==> config.mk <==
export PLATFORM = sky130hd
export DESIGN_NAME = rf_bypass_param
export DESIGN_NICKNAME = d
export VERILOG_FILES = /design/src/rtl/rf_bypass_param.sv
export SDC_FILE = /design/constraint.sdc
export NUM_CORES = 1
export LEC_CHECK = 0
export ABC_CLOCK_PERIOD_IN_PS = 2700
export BUFFER_PORTS_ARGS = -buffer_cell sky130_fd_sc_hd__clkbuf_2
export CORE_ASPECT_RATIO = 0.9
export CORE_MARGIN = 3
export CORE_UTILIZATION = 55
export CTS_CLUSTER_SIZE = 20
export DETAILED_ROUTE_END_ITERATION = 8
export GPL_TIMING_DRIVEN = 0
export PLACE_DENSITY = 0.88
export SETUP_SLACK_MARGIN = 0.2
export SLEW_MARGIN = 0
export SYNTH_ARGS = -nofsm -noshare
export SYNTH_HDL_FRONTEND = slang
export SYNTH_SLANG_ARGS = --single-unit
==> constraint.sdc <==
create_clock -name clk -period 2.7 [get_ports clk]
set_input_delay 0.54 -clock clk [delete_from_list [all_inputs] [get_ports clk]]
set_output_delay 0.54 -clock clk [all_outputs]
set_load 0.01 [all_outputs]
==> src/rtl/rf_bypass_param.sv <==
// Parametrised register file with two write ports, two combinational read ports,
// optional same-cycle write-to-read forwarding and a sticky illegal-access flag.
module rf_bypass_param #(
  parameter int WIDTH   = 16,
  parameter int DEPTH   = 8,
  parameter int SELW    = 3,
  parameter int BYPASS  = 1,
  parameter int ZERO_R0 = 0
) (
  input  logic             clk,
  input  logic             rst,
  input  logic [SELW-1:0]  read1regsel,
  input  logic [SELW-1:0]  read2regsel,
  input  logic [SELW-1:0]  writeregsel_a,
  input  logic [WIDTH-1:0] writedata_a,
  input  logic             write_a,
  input  logic [SELW-1:0]  writeregsel_b,
  input  logic [WIDTH-1:0] writedata_b,
  input  logic             write_b,
  output logic [WIDTH-1:0] read1data,
  output logic [WIDTH-1:0] read2data,
  output logic             err
);

  // One extra bit so DEPTH == 2**SELW still compares correctly.
  localparam logic [SELW:0] DEPTH_W = (SELW + 1)'(DEPTH);

  logic [WIDTH-1:0] regs_reg [DEPTH];
  logic             err_reg;
  logic             err_next;

  logic sel_a_ok, sel_b_ok, rd1_ok, rd2_ok;
  logic wr_a_legal, wr_b_legal;

  assign sel_a_ok = {1'b0, writeregsel_a} < DEPTH_W;
  assign sel_b_ok = {1'b0, writeregsel_b} < DEPTH_W;
  assign rd1_ok   = {1'b0, read1regsel} < DEPTH_W;
  assign rd2_ok   = {1'b0, read2regsel} < DEPTH_W;

  assign wr_a_legal = write_a && sel_a_ok && !((ZERO_R0 != 0) && (writeregsel_a == '0));
  assign wr_b_legal = write_b && sel_b_ok && !((ZERO_R0 != 0) && (writeregsel_b == '0));

  // Port B is tested first so it wins a same-register collision.
  generate
    for (genvar gi = 0; gi < DEPTH; gi++) begin : g_reg
      localparam logic [SELW-1:0] IDX = SELW'(gi);
      always_ff @(posedge clk) begin
        if (rst) begin
          regs_reg[gi] <= '0;
        end else if (wr_b_legal && (writeregsel_b == IDX)) begin
          regs_reg[gi] <= writedata_b;
        end else if (wr_a_legal && (writeregsel_a == IDX)) begin
          regs_reg[gi] <= writedata_a;
        end
      end
    end
  endgenerate

  logic [SELW-1:0]  rd_sel  [2];
  logic [WIDTH-1:0] rd_data [2];

  assign rd_sel[0] = read1regsel;
  assign rd_sel[1] = read2regsel;

  // An out-of-range select matches no entry and no legal write, so it reads 0.
  always_comb begin
    for (int p = 0; p < 2; p++) begin
      rd_data[p] = '0;
      for (int i = 0; i < DEPTH; i++) begin
        if (rd_sel[p] == SELW'(i)) begin
          rd_data[p] = regs_reg[i];
        end
      end
      if (BYPASS != 0) begin
        if (wr_a_legal && (writeregsel_a == rd_sel[p])) begin
          rd_data[p] = writedata_a;
        end
        if (wr_b_legal && (writeregsel_b == rd_sel[p])) begin
          rd_data[p] = writedata_b;
        end
      end
      if ((ZERO_R0 != 0) && (rd_sel[p] == '0)) begin
        rd_data[p] = '0;
      end
    end
  end

  assign read1data = rd_data[0];
  assign read2data = rd_data[1];

  always_comb begin
    err_next = err_reg;
    if ((write_a && !sel_a_ok) || (write_b && !sel_b_ok) || !rd1_ok || !rd2_ok ||
        (write_a && write_b && (writeregsel_a == writeregsel_b))) begin
      err_next = 1'b1;
    end
  end

  always_ff @(posedge clk) begin
    if (rst) begin
      err_reg <= 1'b0;
    end else begin
      err_reg <= err_next;
    end
  end

  assign err = err_reg;

endmodule

### Word level (Yosys, flattened, before mapping)

Memory sizes are Yosys's and may differ from the RTL's.
Cells that the tools add are included.

* output and inout bits: 33
* bits of input ports: 48
* register bits after elaboration: 1
* bits in writable memories: 128
* memories: 1
* logic and storage cells: 171

Memory list
* regs_reg: words 8, width 16, read ports 8, clocked after Yosys merged registers in 0, wr ports 8, RTL line 28 `logic [WIDTH-1:0] regs_reg [DEPTH];`

* muxes and demuxes: 94
* bitwise logic cells: 16
* reduce and logical (&&, ||, !) cells: 26
* equality and inequality tests: 33

Operator list (count)
* $mux 16: 36
* $mux 1: 58
* $eq 3x3->1 const B: 16
* $eq 3x2->1 const B: 8
* $logic_and 1x1->1: 22
* $or 1x1->1: 16
* $eq 3x3->1: 5
* $eq 3x1->1 const B: 4
* $logic_not 3->1: 4

### Depth between registers and ports, before layout

* depth after elaboration: 11
* gate-level depth with buffers: 8

### Worst setup path before layout

Ideal clock, no wire load.

* kind: input -> register
* from: input port writeregsel_a[0]
* to: memory regs_reg[6][0], in the netlist regs_reg[1][32] (enable)
* setup slack: 0.120 ns
* stages on the path: 3
* buffers on the path: 1
* data arrival time: 2.169 ns
* cells stage by stage: buf_2 -> nand2b_1 -> o21ai_0

RTL lines
* start: declaration: RTL line 14 `input logic [SELW-1:0] writeregsel_a,`
* end: declaration: RTL line 28

==> run summary <==
Non-Filler Instances: 1112
grt met3 use: 0.150
clk slew on worst S/H paths: 0.06 ns
share of power burned in registers: 0.405
drt pass-1 iters: 8
max FFs per register: 128
max_slew headroom: 0.0410
Cell Int Power: 4.23 mW
Post-synth top cells: 128 x a22o_1, 128 x edfxtp_1, 62 x nor2_1
H-tree Lvls: 4
top-area cell type share of the netlist area: 0.440
Final Util: 0.716
grt ovf: 0
met2 usage: 0.569
Slew @ Worst Pin: 1.43 ns
TritonCTS buffer count: 17
CTS tree: yes
Hold EP: err
PortBufs: 39
Post-DRT Antenna Nets: 0
leakage power: 4.24 nW
Vias per Instance: 8.04
clock network fraction of total power: 0.349
Area contributors post-synth: edfxtp_1 44%, a22o_1 13%, mux2i_1 6.0%
Post-synth EDFFs: 128
fin crit share: 1.01
Final Wtd Congestion: 1.03
initial DRC count: 2178
Syn Area/Cell: 10.8 um2
layout cells sized above 1: 0.328
flop2flop setup slack: 2.04 ns
IO Count: 81
Seq/Total Area, Yosys: 0.443
Reg-to-Reg End: err
Crit Path Max Fanout: 2
Rows: 43
first-pass GRT wire length: 49800 um
DR WL/cell: 34.1 um
post-DP HPWL: 21100 um
FMAX: 366 MHz
root buf cell: clkbuf_16
Fin Clk Skew: 0 ns
Vias: 8936
mapped cell area: 8730 um2
Peak supply drop: 0.556 mV
Yosys Warn Count: 0
number of global-route vias before repair: 8255
Top FF cell, synth: edfxtp_1
Synthesized Nets: 856
Core Area: 15500 um2
sw frac: 0.310
initial antenna violation count: 0
Final Hold Vio Count: 0
synth unique cells: 53
nets: 946
combinational share of power: 0.245
Period minus WS final: 2.74 ns
Power Dens Cells: 552 nW/um2
Setup Viol. Count Final: 2
Starting Density: 0.563
worst endpoint required time: 2.16 ns
drt drc: 0
hold depth: 2
RR Startpoint: err
Max Slew Vio Count: 0
Tot GR Track Use: 0.385
sinks on the clock net: 129
data arrival time of the critical path: 2.20 ns
crit end category: output pin
RSZ-0062 raised after global routing: true
clk buf depth: 2
Psw: 1.89 mW
GR Util met1: 0.476
Worst R2R Path Depth: 2
Hold Crit Start: err
top cell type by total area after synthesis: edfxtp_1
Cells after DPL: 1052
synthesis-stage register bit count: 129
Hold-fix buffers, CTS: 0
Async SR Flop Fraction: 0
final worst slack: -0.0351 ns
GR peak layer: met2
Setup CP Type: reg -> out
area of the die: 17400 um2
failing checks: negative setup slack
synthesis-to-layout area growth: 27.1%
Hold Path Class: reg -> reg
outcome: complete, but fails checks
synthesized instance count: 808
Clk Latency, worst-skew pair: 0.44 ns
max cap viols: 0
fill count: 1008
Die Height: 125 um
final WL: 37900 um
Die Span X: 139 um
CP Launch Type: flop
largest net degree at the start of global routing: 17
logic make-up after synthesis:
group,synth area share
compound gates,0.242
simple gates,0.118
flops,0.443
buf+inv,0.0614
mux,0.120
xor+xnor,0.0151
worst max-delay path by stage:
stage          slack [ns]             start              end  cells after the start
2_1_floorplan        0.21  writeregsel_a[1]  regs_reg[1][48]                      3
3_3_place_gp        -1.04  writeregsel_a[0]  regs_reg[1][60]                      3
3_5_place_dp        -0.52    read1regsel[2]     read1data[9]                      9
4_1_cts              0.06   regs_reg[0][21]     read1data[5]                      6
5_1_grt             -0.04   regs_reg[0][21]     read2data[5]                      7
6_report            -0.04   regs_reg[0][21]     read2data[5]                      7
power groups by stage:
stage	clock network (mW)	logic, mW	registers, mW
3_3_place_gp	0	1.07	2.49
4_1_cts	2.06	1.24	2.46
2_1_floorplan	0	0.739	2.46
5_1_grt	2.16	1.54	2.48
3_5_place_dp	0	1.10	2.50
6_report	2.14	1.50	2.48
critical path, cell delays in order, from the launching register on:
cell	delay [ns]
edfxtp_1	0.47
buf_4	0.18
mux4_2	0.44
mux2i_1	0.15
nand2_1	0.11
o211ai_1	0.14
o21ai_1	0.11
clkbuf_2	0.14
cell usage in the layout (no fill, tap or decap), types with 19 or more instances in the layout:
master and instances:
nor2_1 57, clkbuf_16 20, edfxtp_1 128, buf_1 19, a21oi_1 23, buf_4 30, nand2_1 26, buf_6 21
o21ai_0 21, mux2i_1 51, a22o_1 128, buf_2 41
per-layer routing:
metal / routed length, um / vias to the layer above / part of all wire
li1: - / 3357 / -
met1: 11700 / 4083 / 0.31
met2: 15900 / 1125 / 0.42
met3: 6830 / 371 / 0.18
met4: 3480 / 0 / 0.092
met5: 0 / - / 0
what timing repair did:
action | 4_1_cts | 5_1_grt
gates cloned | 2 | 3
setup endpoints to repair | 32 | 32
buffers inserted | 16 | 9
pin swaps | 29 | 40
gates resized for setup | 129 | 166
cell type report:
cell class                      count  area, um2  share of cell area
Tap cell                          202        253              0.0228
Sequential cell                   129       3860               0.348
Buffer                            101        857              0.0773
Timing Repair Buffer               72        602              0.0543
Clock inverter                     10       71.3             0.00643
Clock buffer                       20        437              0.0394
Inverter                            8       30.0             0.00271
Antenna cell                        1       2.50            0.000226
Multi-Input combinational cell    569       4970               0.448
metrics by stage:
step                instance area (um2)  hold slack (ns)  setup TNS, ns  setup slack [ns]  power, mW
floorplan                          8730            0.511              0             0.214       3.20
CTS                               10400            0.495              0            0.0584       5.76
finish                            11100            0.510        -0.0409           -0.0351       6.12
global route                      11100            0.553        -0.0641           -0.0398       6.19
global placement                   9170            0.473         -33.30             -1.04       3.56
detailed placement                 9230            0.472         -10.43            -0.518       3.60
Power figures use the tool's default switching activity.
